$ cat config.mk
export PLATFORM = sky130hd
export DESIGN_NAME = j1_wb_uart_flat
export DESIGN_NICKNAME = d
export VERILOG_FILES = /design/src/rtl/j1_wb_uart_pkg.sv /design/src/rtl/if_wb.sv /design/src/rtl/j1_wb_uart_sync_fifo.sv /design/src/rtl/j1_wb_uart.sv /design/src/flat_wrapper.sv
export SDC_FILE = /design/constraint.sdc
export NUM_CORES = 1
export LEC_CHECK = 0
export CAP_MARGIN = 15
export CORE_MARGIN = 5
export CORE_UTILIZATION = 53
export DETAILED_ROUTE_END_ITERATION = 6
export PLACE_DENSITY = 0.72
export SLEW_MARGIN = 20
export SYNTH_ARGS = -nofsm -noshare
export SYNTH_HDL_FRONTEND = slang
export SYNTH_SLANG_ARGS = --single-unit
$ cat constraint.sdc
create_clock -name clk -period 8.5 [get_ports clk]
set_input_delay 2.55 -clock clk [delete_from_list [all_inputs] [get_ports clk]]
set_output_delay 2.55 -clock clk [all_outputs]
set_load 0.01 [all_outputs]
$ cat src/rtl/j1_wb_uart_pkg.sv
// j1_wb_uart_pkg: shared register map, STATUS bit positions and the UART
// bit-level state type used by both the TX and RX machines.
package j1_wb_uart_pkg;

  typedef enum logic [1:0] {
    UART_DATA   = 2'd0,
    UART_STATUS = 2'd1,
    UART_DIV    = 2'd2
  } uart_reg_t;

  localparam int ST_RX_VALID   = 0;
  localparam int ST_TX_READY   = 1;
  localparam int ST_RX_OVERRUN = 2;
  localparam int ST_FRAME_ERR  = 3;
  localparam int ST_TX_BUSY    = 4;

  typedef enum logic [1:0] {
    IDLE  = 2'd0,
    START = 2'd1,
    DATA  = 2'd2,
    STOP  = 2'd3
  } uart_state_t;

endpackage

$ cat src/rtl/if_wb.sv
// if_wb: 16-bit data / 16-bit word-address Wishbone bus between the J1 and its peripherals.
interface if_wb;
  logic        cyc;
  logic        stb;
  logic        we;
  logic [15:0] adr;
  logic [15:0] dat_i;
  logic [15:0] dat_o;
  logic        ack;
  logic        err;
  logic        rty;

  modport master (output cyc, stb, we, adr, dat_i, input dat_o, ack, err, rty);
  modport slave  (input cyc, stb, we, adr, dat_i, output dat_o, ack, err, rty);
endinterface

$ cat src/rtl/j1_wb_uart_sync_fifo.sv
// sync_fifo: single-clock FIFO with first-word-fall-through read data.
// A pop frees a slot for a push on the same edge even when full.
module sync_fifo #(
  parameter int WIDTH = 8,
  parameter int DEPTH = 8
) (
  input  logic             clk,
  input  logic             reset,
  input  logic             push,
  input  logic             pop,
  input  logic [WIDTH-1:0] wr_data,
  output logic [WIDTH-1:0] rd_data,
  output logic             full,
  output logic             empty
);
  localparam int AW = (DEPTH > 1) ? $clog2(DEPTH) : 1;

  logic [WIDTH-1:0] mem_r [DEPTH];
  logic [AW-1:0]    wr_ptr_r, rd_ptr_r;
  logic [AW:0]      count_r;
  logic             do_push_s, do_pop_s;

  assign empty     = (count_r == (AW+1)'(0));
  assign full      = (count_r == (AW+1)'(DEPTH));
  assign do_pop_s  = pop & ~empty;
  assign do_push_s = push & (~full | do_pop_s);
  assign rd_data   = mem_r[rd_ptr_r];

  // pointers and occupancy
  always_ff @(posedge clk or posedge reset) begin
    if (reset) begin
      wr_ptr_r <= AW'(0);
      rd_ptr_r <= AW'(0);
      count_r  <= (AW+1)'(0);
    end else begin
      if (do_push_s) wr_ptr_r <= wr_ptr_r + AW'(1);
      if (do_pop_s)  rd_ptr_r <= rd_ptr_r + AW'(1);
      case ({do_push_s, do_pop_s})
        2'b10:   count_r <= count_r + (AW+1)'(1);
        2'b01:   count_r <= count_r - (AW+1)'(1);
        default: count_r <= count_r;
      endcase
    end
  end

  // storage array
  always_ff @(posedge clk) begin
    if (do_push_s) mem_r[wr_ptr_r] <= wr_data;
  end
endmodule

$ cat src/rtl/j1_wb_uart.sv
// j1_wb_uart: Wishbone slave 8N1 UART for the J1 system.
// Define J1_WB_UART_RXFIFO_EN to use an RX_DEPTH-entry RX FIFO instead of a single holding register.
module j1_wb_uart
  import j1_wb_uart_pkg::*;
#(
  parameter logic [15:0] DEFAULT_DIV = 16'd434,
  parameter int          RX_DEPTH    = 8
) (
  input  logic clk,
  input  logic reset,
  if_wb.slave  wb,
  input  logic uart_rxd,
  output logic uart_txd,
  output logic irq
);
  logic        req_s, wr_s, rd_s, status_rd_s;
  logic [1:0]  reg_adr_s;
  logic [15:0] div_r, period_s, status_s;
  logic        ack_r;
  logic [15:0] dat_o_r;
  logic        overrun_r, frame_err_r;
  logic [13:0] adr_unused_s;

  uart_state_t tx_state_r;
  logic [15:0] tx_cnt_r;
  logic [2:0]  tx_bit_r;
  logic [7:0]  tx_shift_r, tx_hold_r;
  logic        tx_full_r, txd_r;

  uart_state_t rx_state_r;
  logic        rxd_s1_r, rxd_s2_r, rxd_prev_r;
  logic [15:0] rx_cnt_r;
  logic [2:0]  rx_bit_r;
  logic [7:0]  rx_shift_r, rx_front_s;
  logic        stop_sample_s, rx_push_s, ferr_set_s, ovr_set_s;
  logic        rx_pop_s, rx_full_s, rx_valid_s;

  assign req_s         = wb.cyc & wb.stb;
  assign wr_s          = req_s & wb.we;
  assign rd_s          = req_s & ~wb.we;
  assign reg_adr_s     = wb.adr[1:0];
  assign adr_unused_s  = wb.adr[15:2];
  assign status_rd_s   = rd_s && (reg_adr_s == UART_STATUS);
  assign period_s      = (div_r < 16'd2) ? 16'd2 : div_r;
  assign stop_sample_s = (rx_state_r == STOP) && (rx_cnt_r == 16'd0);
  assign rx_push_s     = stop_sample_s & rxd_s2_r;
  assign ferr_set_s    = stop_sample_s & ~rxd_s2_r;
  assign rx_pop_s      = rd_s && (reg_adr_s == UART_DATA) && rx_valid_s;
  assign ovr_set_s     = rx_push_s & rx_full_s & ~rx_pop_s;

  // STATUS word assembly
  always_comb begin
    status_s                = 16'h0000;
    status_s[ST_RX_VALID]   = rx_valid_s;
    status_s[ST_TX_READY]   = ~tx_full_r;
    status_s[ST_RX_OVERRUN] = overrun_r;
    status_s[ST_FRAME_ERR]  = frame_err_r;
    status_s[ST_TX_BUSY]    = (tx_state_r != IDLE);
  end

  // bus response, DIV register and sticky error flags (a set beats a clearing read)
  always_ff @(posedge clk or posedge reset) begin
    if (reset) begin
      ack_r       <= 1'b0;
      dat_o_r     <= 16'h0000;
      div_r       <= DEFAULT_DIV;
      overrun_r   <= 1'b0;
      frame_err_r <= 1'b0;
    end else begin
      ack_r <= req_s;
      if (rd_s) begin
        case (reg_adr_s)
          UART_DATA:   dat_o_r <= rx_valid_s ? {1'b1, 7'b0000000, rx_front_s} : 16'h0000;
          UART_STATUS: dat_o_r <= status_s;
          UART_DIV:    dat_o_r <= div_r;
          default:     dat_o_r <= 16'h0000;
        endcase
      end else begin
        dat_o_r <= 16'h0000;
      end
      if (wr_s && (reg_adr_s == UART_DIV)) div_r <= wb.dat_i;
      overrun_r   <= ovr_set_s  | (overrun_r   & ~status_rd_s);
      frame_err_r <= ferr_set_s | (frame_err_r & ~status_rd_s);
    end
  end

  // TX holding register and frame machine; txd lags the state by one clock
  always_ff @(posedge clk or posedge reset) begin
    if (reset) begin
      tx_state_r <= IDLE;
      tx_cnt_r   <= 16'd0;
      tx_bit_r   <= 3'd0;
      tx_shift_r <= 8'h00;
      tx_hold_r  <= 8'h00;
      tx_full_r  <= 1'b0;
      txd_r      <= 1'b1;
    end else begin
      if (wr_s && (reg_adr_s == UART_DATA) && !tx_full_r) begin
        tx_hold_r <= wb.dat_i[7:0];
        tx_full_r <= 1'b1;
      end else if (tx_full_r && ((tx_state_r == IDLE) ||
                                 ((tx_state_r == STOP) && (tx_cnt_r == 16'd0)))) begin
        tx_full_r <= 1'b0;
      end
      case (tx_state_r)
        IDLE: begin
          txd_r <= 1'b1;
          if (tx_full_r) begin
            tx_shift_r <= tx_hold_r;
            tx_cnt_r   <= period_s - 16'd1;
            tx_state_r <= START;
          end
        end
        START: begin
          txd_r <= 1'b0;
          if (tx_cnt_r == 16'd0) begin
            tx_cnt_r   <= period_s - 16'd1;
            tx_bit_r   <= 3'd0;
            tx_state_r <= DATA;
          end else begin
            tx_cnt_r <= tx_cnt_r - 16'd1;
          end
        end
        DATA: begin
          txd_r <= tx_shift_r[0];
          if (tx_cnt_r == 16'd0) begin
            tx_cnt_r   <= period_s - 16'd1;
            tx_shift_r <= {1'b0, tx_shift_r[7:1]};
            tx_bit_r   <= tx_bit_r + 3'd1;
            if (tx_bit_r == 3'd7) tx_state_r <= STOP;
          end else begin
            tx_cnt_r <= tx_cnt_r - 16'd1;
          end
        end
        STOP: begin
          txd_r <= 1'b1;
          if (tx_cnt_r == 16'd0) begin
            if (tx_full_r) begin
              tx_shift_r <= tx_hold_r;
              tx_cnt_r   <= period_s - 16'd1;
              tx_state_r <= START;
            end else begin
              tx_state_r <= IDLE;
            end
          end else begin
            tx_cnt_r <= tx_cnt_r - 16'd1;
          end
        end
        default: tx_state_r <= IDLE;
      endcase
    end
  end

  // RX synchronizer and frame machine, sampling mid-bit
  always_ff @(posedge clk or posedge reset) begin
    if (reset) begin
      rxd_s1_r   <= 1'b1;
      rxd_s2_r   <= 1'b1;
      rxd_prev_r <= 1'b1;
      rx_state_r <= IDLE;
      rx_cnt_r   <= 16'd0;
      rx_bit_r   <= 3'd0;
      rx_shift_r <= 8'h00;
    end else begin
      rxd_s1_r   <= uart_rxd;
      rxd_s2_r   <= rxd_s1_r;
      rxd_prev_r <= rxd_s2_r;
      case (rx_state_r)
        IDLE: begin
          if (rxd_prev_r && !rxd_s2_r) begin
            rx_cnt_r   <= (period_s >> 1) - 16'd1;
            rx_state_r <= START;
          end
        end
        START: begin
          if (rx_cnt_r == 16'd0) begin
            if (rxd_s2_r) begin
              rx_state_r <= IDLE;
            end else begin
              rx_cnt_r   <= period_s - 16'd1;
              rx_bit_r   <= 3'd0;
              rx_state_r <= DATA;
            end
          end else begin
            rx_cnt_r <= rx_cnt_r - 16'd1;
          end
        end
        DATA: begin
          if (rx_cnt_r == 16'd0) begin
            rx_shift_r <= {rxd_s2_r, rx_shift_r[7:1]};
            rx_bit_r   <= rx_bit_r + 3'd1;
            rx_cnt_r   <= period_s - 16'd1;
            if (rx_bit_r == 3'd7) rx_state_r <= STOP;
          end else begin
            rx_cnt_r <= rx_cnt_r - 16'd1;
          end
        end
        STOP: begin
          if (rx_cnt_r == 16'd0) rx_state_r <= IDLE;
          else                   rx_cnt_r   <= rx_cnt_r - 16'd1;
        end
        default: rx_state_r <= IDLE;
      endcase
    end
  end

`ifdef J1_WB_UART_RXFIFO_EN
  logic fifo_empty_s;

  sync_fifo #(.WIDTH(8), .DEPTH(RX_DEPTH)) u_rx_fifo (
    .clk     (clk),
    .reset   (reset),
    .push    (rx_push_s),
    .pop     (rx_pop_s),
    .wr_data (rx_shift_r),
    .rd_data (rx_front_s),
    .full    (rx_full_s),
    .empty   (fifo_empty_s)
  );
  assign rx_valid_s = ~fifo_empty_s;
`else
  logic        rx_hold_full_r;
  logic [7:0]  rx_hold_r;
  logic [31:0] rx_depth_unused_s;

  assign rx_depth_unused_s = 32'(RX_DEPTH);

  // single-entry RX store; a same-edge pop frees the slot for the incoming byte
  always_ff @(posedge clk or posedge reset) begin
    if (reset) begin
      rx_hold_full_r <= 1'b0;
      rx_hold_r      <= 8'h00;
    end else if (rx_push_s && (!rx_hold_full_r || rx_pop_s)) begin
      rx_hold_full_r <= 1'b1;
      rx_hold_r      <= rx_shift_r;
    end else if (rx_pop_s) begin
      rx_hold_full_r <= 1'b0;
    end
  end
  assign rx_full_s  = rx_hold_full_r;
  assign rx_valid_s = rx_hold_full_r;
  assign rx_front_s = rx_hold_r;
`endif

  assign wb.ack   = ack_r;
  assign wb.dat_o = dat_o_r;
  assign wb.err   = 1'b0;
  assign wb.rty   = 1'b0;
  assign uart_txd = txd_r;
  assign irq      = rx_valid_s;
endmodule
$ cat src/flat_wrapper.sv
// flat-port wrapper written by rule: the top's interface ports become plain ports
module j1_wb_uart_flat import j1_wb_uart_pkg::*;
#(
  parameter logic [15:0] DEFAULT_DIV = 16'd434,
  parameter int          RX_DEPTH    = 8
)
  (clk, reset, uart_rxd, uart_txd, irq, wb_cyc, wb_stb, wb_we, wb_adr, wb_dat_i, wb_dat_o, wb_ack, wb_err, wb_rty);
  if_wb wb_i ();
  input  logic clk;
  input  logic reset;
  input  logic uart_rxd;
  output logic uart_txd;
  output logic irq;
  input wire logic [$bits(wb_i.cyc)-1:0] wb_cyc;
  input wire logic [$bits(wb_i.stb)-1:0] wb_stb;
  input wire logic [$bits(wb_i.we)-1:0] wb_we;
  input wire logic [$bits(wb_i.adr)-1:0] wb_adr;
  input wire logic [$bits(wb_i.dat_i)-1:0] wb_dat_i;
  output wire logic [$bits(wb_i.dat_o)-1:0] wb_dat_o;
  output wire logic [$bits(wb_i.ack)-1:0] wb_ack;
  output wire logic [$bits(wb_i.err)-1:0] wb_err;
  output wire logic [$bits(wb_i.rty)-1:0] wb_rty;
  assign wb_i.cyc = wb_cyc;
  assign wb_i.stb = wb_stb;
  assign wb_i.we = wb_we;
  assign wb_i.adr = wb_adr;
  assign wb_i.dat_i = wb_dat_i;
  assign wb_dat_o = wb_i.dat_o;
  assign wb_ack = wb_i.ack;
  assign wb_err = wb_i.err;
  assign wb_rty = wb_i.rty;
  j1_wb_uart #(.DEFAULT_DIV(DEFAULT_DIV), .RX_DEPTH(RX_DEPTH)) u_core (.clk(clk), .reset(reset), .wb(wb_i), .uart_rxd(uart_rxd), .uart_txd(uart_txd), .irq(irq));
endmodule
=== Word level (Yosys, flattened, before mapping) ===
Cells that the tools add are included.

* Register bits after elaboration: 115
* Latch bits: 0
* RAM bits: 0
* Bits in read-only memories: 0
* Bits of input ports: 38
* Output and inout port bits: 21
* Memories: 0

* Add/subtract/negate cells: 6
* Multiply operators: 0
* Div/mod/pow operators: 0
* $lt $le $gt $ge: 1
* Eq/ne operators: 23
* Shifts and indexed selects: 0
* Muxes and demuxes: 44
* Bitwise logic cells: 16
* Reduce and logical (&&, ||, !) cells: 36

{| class="wikitable"
|+ Operators with widths
! cell !! number
|-
| 16-bit two-way mux || 11
|-
| 16-bit case mux with 3 select lines || 2
|-
| 16-bit case mux with 4 select lines || 1
|-
| 16-bit by 1-bit subtractor with 16-bit output, second input constant || 3
|-
| 16-bit logical NOT || 2
|-
| 8-bit two-way mux || 3
|-
| 8-bit case mux with 3 select lines || 1
|-
| 2-bit two-way mux || 11
|-
| 16-bit by 2-bit < comparator with 1-bit output, second input constant || 1
|-
| 2-bit by 1-bit != test with 1-bit output, second input constant || 8
|-
| 2-bit case mux with 4 select lines || 2
|-
| 15-bit by 1-bit subtractor with 16-bit output, second input constant || 1
|-
| 3-bit two-way mux || 5
|-
| 3-bit case mux with 2 select lines || 2
|-
| 1-bit logical AND || 11
|-
| 2-bit == test, second input constant || 5
|-
| 5-bit AND reduction || 2
|-
| 2-bit nonzero test || 5
|-
| 1-bit AND || 9
|-
| 3-bit AND reduction || 3
|-
| 2-bit != test, second input constant || 4
|-
| 3-bit by 1-bit adder with 3-bit output, second input constant || 2
|-
| 2-bit by 1-bit == test with 1-bit output, second input constant || 3
|-
| 3-bit == test, second input constant || 2
|-
| 12 further kinds || 27
|}

=== Longest topological paths before layout ===
Gate-level depths: netlist of run 1.

* Depth in word-level cells: 7
* Mapped depth: 12
* Mapped depth without buffers: 10

=== Worst setup path before layout of run 1 ===
OpenSTA, ideal clock, no wires.

* Kind: input -> register
* From: input wb_cyc
* To: register u_core.rx_hold_r[0], in the netlist u_core.rx_front_s[0]
* Library setup time: 128 ps
* Data arrival time: 3993 ps
* Data required time: 8372 ps
* Setup slack: 4380 ps
* Cell stages on the path: 7
* Buffers on the path: 1
* Cells stage by stage: and2_1 > nand2b_1 > clkbuf_1 > or2_2 > o21ai_1 > nand4_2 > mux2_1

* Longest elaborated chain between the ends: 6

{| class="wikitable"
|+ RTL lines
! item !! RTL line !! source
|-
| start, declared || flat_wrapper.sv:14 || <nowiki>input wire logic [$bits(wb_i.cyc)-1:0] wb_cyc;</nowiki>
|-
| 1-bit AND || j1_wb_uart.sv:38 || <nowiki>assign req_s = wb.cyc & wb.stb;</nowiki>
|-
| 1-bit AND || j1_wb_uart.sv:40 || <nowiki>assign rd_s = req_s & ~wb.we;</nowiki>
|-
| 1-bit logical AND (2 in a row) || j1_wb_uart.sv:48 || <nowiki>assign rx_pop_s = rd_s && (reg_adr_s == UART_DATA) && rx_valid_s;</nowiki>
|-
| 1-bit logical OR || j1_wb_uart.sv:233 || <nowiki>end else if (rx_push_s && (!rx_hold_full_r || rx_pop_s)) begin</nowiki>
|-
| 1-bit logical AND || j1_wb_uart.sv:233 ||
|-
| end signal, assigned || j1_wb_uart.sv:235 || <nowiki>rx_hold_r <= rx_shift_r;</nowiki>
|-
| end, declared || j1_wb_uart.sv:223 || <nowiki>logic [7:0] rx_hold_r;</nowiki>
|}

No other way between the ends.
A chain may end at the register's enable or synchronous reset.

=== Worst setup path after layout of run 1 ===
* From: input wb_stb
* To: register u_core.rx_hold_r[3], in the netlist u_core.rx_front_s[3]

* Longest elaborated chain between the ends: 6

{| class="wikitable"
|+ RTL lines
! item !! RTL line !! source
|-
| start, declared || flat_wrapper.sv:15 || <nowiki>input wire logic [$bits(wb_i.stb)-1:0] wb_stb;</nowiki>
|-
| 1-bit AND || j1_wb_uart.sv:38 ||
|-
| named net u_core.req_s || j1_wb_uart.sv:16 || <nowiki>logic req_s, wr_s, rd_s, status_rd_s;</nowiki>
|-
| 1-bit AND || j1_wb_uart.sv:40 ||
|-
| 1-bit logical AND (2 in a row) || j1_wb_uart.sv:48 ||
|-
| 1-bit logical OR || j1_wb_uart.sv:233 ||
|-
| 1-bit logical AND || j1_wb_uart.sv:233 ||
|}

The timed path passes the listed nets, and every way through them passes these cells.

==> results of run 1 <==
-- state kept, by name, summed over array words and instances, names as in the netlist, 2 cells and up, named ones only --
register / flops
u_core.wb.dat_o: 16
u_core.tx_bit_r: 3
u_core.rx_front_s: 8
u_core.rx_cnt_r: 16
u_core.tx_cnt_r: 16
u_core.div_r: 16
u_core.rx_shift_r: 8
u_core.tx_hold_r: 8
u_core.tx_state_r: 2
u_core.rx_bit_r: 3
u_core.tx_shift_r: 8
-- cell type report --
| cell class | count | area [um^2] | share of cell area (%) |
|---|---|---|---|
| Multi-Input combinational cell | 567 | 3820 | 47.5 |
| Sequential cell | 115 | 2890 | 36.0 |
| Timing Repair Buffer | 46 | 454 | 5.65 |
| Clock buffer | 17 | 425 | 5.30 |
| Tap cell | 176 | 220 | 2.74 |
| Clock inverter | 15 | 146 | 1.82 |
| Inverter | 21 | 81.3 | 1.01 |
-- cell usage after synthesis, drive strengths merged (11+ instances only) --
cell,count
clkbuf,31
o21ai,46
ha,17
xor2,22
nand3,16
inv,20
nand2,63
nor2,74
mux2,39
xnor2,16
nor4,20
dfrtp,106
buf,23
nor3,26
a21oi,57
mux2i,11
-- cells by family (layout without fill, tap and decap cells) --
logic type | after synthesis | count (layout) | synth area share, %
muxes | 50 | 50 | 7.81
and+or+nand+nor | 267 | 267 | 20.2
other | 1 | 2 | 0.0533
xor gates and xnor gates | 38 | 38 | 4.95
adders and majority gates | 17 | 17 | 3.03
buffers and inverters | 75 | 99 | 4.68
AOI/OAI and AO/OA | 193 | 193 | 18.2
DFF | 115 | 115 | 41.1
-- through the flow --
step / hold slack, ns / cells / worst slack, ns / power (mW) / util [%]
5_1_grt: 0.364 / 957 / 3.87 / 3.09 / 61.1
4_1_cts: 0.356 / 957 / 4.05 / 2.88 / 61.1
3_5_place_dp: 0.348 / 925 / 3.62 / 2.17 / 56.8
2_1_floorplan: 0.345 / 757 / 2.92 / 1.86 / -
6_report: 0.357 / 957 / 4.02 / 2.89 / 61.1
3_3_place_gp: 0.347 / 925 / 3.73 / 2.12 / 56.8
-- worst min path at each step --
stage	from	endpoint	slack [ns]	depth (start not counted)
floorplan	u_core.rxd_s1_r	u_core.rxd_s2_r	0.35	0
global placement	u_core.rxd_s1_r	u_core.rxd_s2_r	0.35	0
detailed placement	u_core.rxd_s1_r	u_core.rxd_s2_r	0.35	0
CTS	u_core.rxd_s1_r	u_core.rxd_s2_r	0.36	0
global route	u_core.rxd_s1_r	u_core.rxd_s2_r	0.36	0
finish	u_core.rxd_s1_r	u_core.rxd_s2_r	0.36	0
-- power by group --
part	internal, mW	switching [mW]
registers	0.697	0.200
clock network	0.409	0.287
logic	0.520	0.779
-- per-layer routing --
layer  vias up  part of all wire (%)  GRT usage [%]
met5         -                     0              0
met3        36                   5.7           5.03
li1       2760                     -              -
met4         0                   2.8           10.3
met1      2913                    45           33.3
met2       233                    46           36.4
-- critical path, stage by stage --
cell and delay [ns]:
clkdlybuf4s50_1 0.45, and2_1 0.16, nand2b_1 0.21, or2_2 0.41, o21ai_1 0.24, nand4_2 0.33, mux2_1 0.43
==> impl_metrics.yaml, run 1 <==
finish:
  stdcell_area_mm2: 0.00803
  syn_to_final_growth_pct: 14.3
  layout.nets: 823
  n_fill_cell: 1104
  final_layout_size_suffix_gt1_share_pct: 13.2
  diodes: 0
  final_cell_mix: "dfrtp_1, nor2_1, nand2_1, a21oi_1, clkdlybuf4s50_1"
  layout_commonest_cell: "dfrtp_1"
cts:
  insertion_delay_ns: 0.43
  numCtsBuffers: 17
  cts_root_buffer: "clkbuf_16"
  ctsResizeCount: 0
  hold_buffers: 0
  cts_tree: "built"
  cts.htree.levels: 4
  clock_path_buffers: 2
  cts.sink_count: 115
  post_cts_buffers: 0
  cts.clk_slew.worst_paths_ns: 0.06
grt:
  grt_use_total_pct: 23.9
  grt_max_degree: 78
  grt_pass1_vias: 5874
  grt-ovfl-total: 0
  antenna_found_initial: 0
  grt_pass1_wl_um: 30300
placed_design:
  globalplace.congestion: 0.918
  numPortBuffers: 42
  placed_area_mm2: 0.00746
  dpl.hpwl_um: 12900
power:
  pwr_density_cell_mw_per_mm2: 360
  vdd_drop_max_mv: 0.203
  power.leakage_nw: 3.33
route:
  dr_total_vias: 5942
  firstDrtPassIters: 5
  route.antenna.remaining_nets: 0
  via_per_inst: 6.21
  routedWlPerCell_um: 19.1
  wl_um: 18300
  drt_iter0_drc: 587
  route.detailed.drc: 0
sta:
  min_period_over_period_pct: 52.7
  finalSetupTns_ns: 0
  setup_viol: 0
  fin_crit_ns: 4.48
  slew-limit-headroom_pct: 32.8
  clock_skew_ns: 0.0123
  fmax_mhz: 223
  worst_pin_slew_ns: 1.01
  final-hold-violation-count: 0
  drv_slew: 0
  rsz0062_at_grt: "no"
worst_setup_path:
  start_kind: "input pin"
  path_max_fanout: 9
  worstSetupPathType: "input pin to flop"
  worst-r2r-setup-slack_ns: 4.93
  worstRegToRegCells: 10
  worst_ep_required_time_ns: 8.81
  crit_end: "u_core.rx_front_s[3]"
  arrival_ns: 4.78
  crit_start: "wb_stb"
  regToRegEndpoint: "u_core.tx_cnt_r[15]"
  r2r-start: "u_core.div_r[6]"
  endpoint_kind: "flop"
logic_synthesis:
  syn_avg_cell_area_um2: 9.30
  ys_ff_latch: 115
  netlist_instances: 756
  synth_area_mm2: 0.00703
  async_flop_share_pct: 100
  synth_edf_count: 0
  yosys-top-cells-area: "dfrtp_1, a21oi_1, nor2_1"
  yosysSeqAreaShare_pct: 41.1
  yosysTopAreaCellShare_pct: 37.7
  synth_area_leader_cell: "dfrtp_1"
  ys_dominant_reg_cell: "dfrtp_1"
  synthDistinctLibCells: 82
  ys_warn_count: 0
floorplanning:
  dieWidth_um: 125
  coreArea_mm2: 0.0131
  ioPinCount: 59
  fp.dieArea_mm2: 0.0157
  start_util_pct: 53.5
  rows: 42
  dieHeight_um: 125
hold_path:
  hp-class: "flop to flop"
run_status:
  status: "finished, final reports clean"
flow_run:
  maxCapViolCount: 0
Power figures use the tool's default switching activity.
==> run 2, diff against run 1 <==
--- a/config.mk
+++ b/config.mk
@@ -9,7 +9,7 @@
 export CORE_MARGIN = 5
 export CORE_UTILIZATION = 53
 export DETAILED_ROUTE_END_ITERATION = 6
-export PLACE_DENSITY = 0.72
+export PLACE_DENSITY = 0.75
 export SLEW_MARGIN = 20
 export SYNTH_ARGS = -nofsm -noshare
 export SYNTH_HDL_FRONTEND = slang
==> constraint.sdc (replaced) <==
create_clock -name clk -period 4.1 [get_ports clk]
set_input_delay 1.23 -clock clk [delete_from_list [all_inputs] [get_ports clk]]
set_output_delay 1.23 -clock clk [all_outputs]
set_load 0.01 [all_outputs]
==> run 2 against run 1 <==
  * The run now ends with DRC left
  * Cell area increased by 0.89%
  * Non-clock buffer count increased by 7
  * Flip-flop and latch count unchanged
==> impl_metrics.yaml, run 2 (synthesis gave the netlist of run 1 again) <==
grt:
  antenna_found_initial: 0
  grt-ovfl-total: 0
  grt_pass1_wl_um: 30700
  grt_use_total_pct: 24.1
  grt_max_degree: 68
  grt_pass1_vias: 5913
  met3_usage_pct: 4.61
  grtUsageMet1_pct: 32.6
  grt.busiest_layer: "met2"
  grt_use_met2_pct: 38.4
sta:
  fin_crit_ns: 3.59
  slew-limit-headroom_pct: 40.5
  setup_viol: 0
  rsz0062_at_grt: "no"
  worst_pin_slew_ns: 0.888
  clock_skew_ns: 0.00850
  hold_ws_ns: 0.354
  finalSetupTns_ns: 0
  final-hold-violation-count: 0
  drv_slew: 0
  min_period_over_period_pct: 87.5
  fmax_mhz: 279
worst_setup_path:
  worstRegToRegCells: 10
  worst-r2r-setup-slack_ns: 0.51
  arrival_ns: 3.89
  r2r-start: "u_core.div_r[11]"
  worst_ep_required_time_ns: 4.40
  path_max_fanout: 9
  regToRegEndpoint: "u_core.rx_cnt_r[15]"
  crit_start: "u_core.div_r[11]"
  endpoint_kind: "flop"
  worstSetupPathType: "flop to flop"
  start_kind: "flop"
route:
  via_per_inst: 6.31
  drt_iter0_drc: 742
  dr_total_vias: 6084
  route.detailed.drc: 3
  route.antenna.remaining_nets: 0
  routedWlPerCell_um: 19.3
  wl_um: 18600
  firstDrtPassIters: 7
run_status:
  failed_checks: "DRC"
  status: "finished with violations"
finish:
  final_layout_size_suffix_gt1_share_pct: 14.0
  final_cell_mix: "dfrtp_1, nor2_1, nand2_1, a21oi_1, clkdlybuf4s50_1"
  final_util_pct: 61.7
  diodes: 0
  syn_to_final_growth_pct: 15.3
  layout_commonest_cell: "dfrtp_1"
  n_fill_cell: 1092
  layout.nets: 830
cts:
  cts.htree.levels: 4
  cts.clk_slew.worst_paths_ns: 0.06
  cts_tree: "built"
  insertion_delay_ns: 0.42
  cts.sink_count: 115
  numCtsBuffers: 17
  clock_path_buffers: 2
  post_cts_buffers: 0
  ctsResizeCount: 0
  hold_buffers: 0
  cts_root_buffer: "clkbuf_16"
power:
  pwr_density_cell_mw_per_mm2: 749
  power.leakage_nw: 3.36
  vdd_drop_max_mv: 0.511
placed_design:
  globalplace.congestion: 0.920
  dpl.hpwl_um: 13100
  numPortBuffers: 42
floorplanning:
  coreArea_mm2: 0.0131
  ioPinCount: 59
  start_util_pct: 53.5
  fp.dieArea_mm2: 0.0157
  dieHeight_um: 125
  dieWidth_um: 125
  rows: 42
hold_path:
  worstHoldStart: "u_core.rxd_s1_r"
  hp-class: "flop to flop"
  whs_path_depth: 0
  worstHoldEndpoint: "u_core.rxd_s2_r"
flow_run:
  maxCapViolCount: 0
[run 2: cell count changes in the layout (fill, tap and decap cells not counted), sizes merged]
cell	change
buf	+7
clkinvlp	+2
inv	-2
clkbuf	+1
clkinv	-1
[run 2: area by class of cell]
cell class                 instances  area (um^2)  area share (%)
multi-input combinational        567         3820            47.1
sequential                       115         2890            35.6
timing repair buffer              53          515            6.36
clock buffer                      18          439            5.42
tap                              176          220            2.72
clock inverter                    14          141            1.74
inverter                          21         82.6            1.02
[run 2: how the worst max path moves through the flow]
stage | end | slack, ns | cells after the start
after global placement | u_core.rx_front_s[0] | 0.67 | 7
final | u_core.rx_cnt_r[15] | 0.51 | 10
after floorplan | u_core.tx_cnt_r[5] | 1.08 | 12
after detailed placement | u_core.rx_cnt_r[13] | 0.55 | 10
after global routing | u_core.rx_cnt_r[13] | 0.33 | 10
after CTS | u_core.rx_cnt_r[13] | 0.54 | 10
[run 2: where the power goes]
part / internal [mW] / switching [mW]
combinational: 1.10 / 1.69
clock: 0.865 / 0.577
sequential: 1.45 / 0.385
total: 3.41 / 2.66
[run 2: worst max-delay path: stages (launching register included)]
cell	delay, ns
dfrtp_1	0.50
or4_1	0.65
nor3_2	0.37
a21oi_1	0.16
ha_1	0.28
or4b_1	0.34
nor4_2	0.10
and2_1	0.18
o21ai_1	0.48
o22ai_1	0.17
a22o_1	0.24
[run 2: metrics by stage]
step | setup WS [ns] | cells | power (mW) | cell area, um^2
2_1_floorplan | 1.08 | 757 | 3.86 | 7040
3_3_place_gp | 0.672 | 932 | 4.43 | 7520
3_5_place_dp | 0.552 | 932 | 4.54 | 7520
4_1_cts | 0.536 | 964 | 6.01 | 8100
5_1_grt | 0.325 | 964 | 6.45 | 8100
6_report | 0.511 | 964 | 6.07 | 8100
[run 2: per-layer routing]
metal  routed length, um  share of wire, %  up-vias
met1                7910                42     2972
met3                1410               7.6       46
met2                8730                47      286
met4                 579               3.1        0
li1                    -                 -     2780
met5                   0                 0        -
==> RTL change, RTL diff (flow settings as in run 2) <==
Build with the macro `J1_WB_UART_RXFIFO_EN` defined.
--- a/src/rtl/j1_wb_uart.sv
+++ b/src/rtl/j1_wb_uart.sv
@@ -1,4 +1,6 @@
 // j1_wb_uart: Wishbone slave 8N1 UART for the J1 system.
 // Define J1_WB_UART_RXFIFO_EN to use an RX_DEPTH-entry RX FIFO instead of a single holding register.
+`define J1_WB_UART_RXFIFO_EN
+
 module j1_wb_uart
   import j1_wb_uart_pkg::*;
Function: no difference found for any inputs over 4 cycles, from zero or initial values and one cycle with reset high; that may be too few to reach the edited logic, so the function may still have changed.
==> RTL change against run 2 <==
  * Setup slack got worse by 85 ps
  * Worst hold slack improved by 7.2 ps
  * Final cell count increased by 19%
  * First-iteration DRC count decreased by 25%
  * Routed wire length increased by 23%
  * Sequential cell count increased by 65
  * Critical path depth increased by 2
  * Power increased by 19%
  * Largest cell class is now sequential cells
  * Largest power group unchanged
  * Design area increased by 33%
  * Synthesized area increased by 35%
  * Clock power increased by 18%
==> RTL change: results (changes against run 2) <==
Setup path
  • Crit path max-delay cell type: sky130_fd_sc_hd__dfstp_2 (was sky130_fd_sc_hd__or4_1)
  • Number of cell instances on the worst register-to-register path: 12 (was 10)

STA
  • Clock skew after layout: 12.9 ps (was 8.50 ps)
  • Worst Tran Pin Value: 1030 ps (was 888 ps)

Yosys
  • Adder-cell area share of the yosys netlist: 3.25% (was 3.03%)
  • Xor/xnor share of the synthesized area: 3.61% (was 4.95%)
  • Main area contributors after synthesis: sky130_fd_sc_hd__dfrtp_1 28%, sky130_fd_sc_hd__edfxtp_1 20%, sky130_fd_sc_hd__mux2_2 4.4% (was sky130_fd_sc_hd__dfrtp_1 38%, sky130_fd_sc_hd__a21oi_1 4.0%, sky130_fd_sc_hd__nor2_1 4.0%)
  • Top cells by count, synth: 107 x sky130_fd_sc_hd__dfrtp_1, 82 x sky130_fd_sc_hd__nand2_1, 66 x sky130_fd_sc_hd__nor2_1, 64 x sky130_fd_sc_hd__edfxtp_1, 50 x sky130_fd_sc_hd__a21oi_1 (was 106 x sky130_fd_sc_hd__dfrtp_1, 74 x sky130_fd_sc_hd__nor2_1, 63 x sky130_fd_sc_hd__nand2_1, 56 x sky130_fd_sc_hd__a21oi_1, 39 x sky130_fd_sc_hd__o21ai_0)
  • Compound-gate portion of the synthesized area: 12.8% (was 18.2%)
  • Synth unique cells: 78 (was 82)
  • EDFF count, synth: 64 (was 0)

Placed design
  • Post-DP Area: 0.0101 sq mm (was 0.00752 sq mm)
  • Final RePlAce weighted congestion: 0.933 (was 0.920)

Detailed routing
  • Total number of vias: 7,086 (was 6,084)
  • Count of routing violations after the opening detailed-route iteration: 559 (was 742)

Finish
  • Area growth syn-to-layout: 14.1% (was 15.3%)
  • Layout cells sized above 1: 16.0% (was 14.0%)
  • Fill cell total of the finished layout: 1,392 (was 1,092)

Pwr
  • Peak VDD IR: 0.428 mV (was 0.511 mV)
  • Leakage power summed over all cells: 4.25 nW (was 3.36 nW)

GRT
  • Overall fraction of global-route tracks in use: 23.5% (was 24.1%)
  • Pin count of the biggest net entering global routing: 38 (was 68)

CTS
  • Clock transition at the registers of the reported paths: 80 ps (was 60 ps)
  • Clock insertion delay at the later pin of the skew report: 450 ps (was 420 ps)

Run status
  • Status: finished clean (was finished with violations)
## RTL change: path summary, 6_finish.rpt
kind                                             start                              end  slack (ps)
setup / recovery           u_core.div_r[4]$_DFFE_PP1P_  u_core.rx_cnt_r[15]$_DFFE_PP0P_         430
hold / removal               u_core.rxd_s1_r$_DFF_PP1_        u_core.rxd_s2_r$_DFF_PP1_         360
setup reg to reg           u_core.div_r[4]$_DFFE_PP1P_  u_core.rx_cnt_r[15]$_DFFE_PP0P_         430
hold reg to reg              u_core.rxd_s1_r$_DFF_PP1_        u_core.rxd_s2_r$_DFF_PP1_         360
max in group asynchronous                        reset        u_core.uart_txd$_DFF_PP1_        2270
min in group asynchronous                        reset     u_core.tx_cnt_r[1]$_DFF_PP0_        1080
## RTL change: where the power goes
group | internal [W] | switching, W | total (W)
sequential | 0.00219 | 0.000489 | 0.00268
clock | 0.000848 | 0.000855 | 0.00170
combinational | 0.00122 | 0.00161 | 0.00282
## RTL change: per-layer routing
metal | global-route usage [%] | wire, um | up-vias
met5 | 0 | 0 | -
met4 | 7.73 | 516 | 0
met3 | 5.02 | 1580 | 43
met2 | 36.7 | 10800 | 257
met1 | 33.1 | 9980 | 3506
li1 | - | - | 3280
## RTL change: area by class of cell
class	instances	area share [%]
Sequential cell	180	44.8
Multi-Input combinational cell	612	39.9
Tap cell	225	2.61
Timing Repair Buffer	69	5.78
Inverter	28	1.01
Clock inverter	15	1.94
Clock buffer	17	3.94
## RTL change: kinds of logic (layout without fill, tap and decap cells)
group | after synthesis | after routing
fa+ha+maj | 24 | 24
xor+xnor | 39 | 39
mux | 69 | 69
flops | 180 | 180
compound gates | 187 | 187
buf+inv | 76 | 129
simple gates | 291 | 291
other cells | 1 | 2
## RTL change: stage by stage
step | instances | total power (W)
after floorplan | 868 | 0.00475
after global placement | 1114 | 0.00539
after detailed placement | 1114 | 0.00546
after CTS | 1146 | 0.00718
after global routing | 1146 | 0.00768
final | 1146 | 0.00721
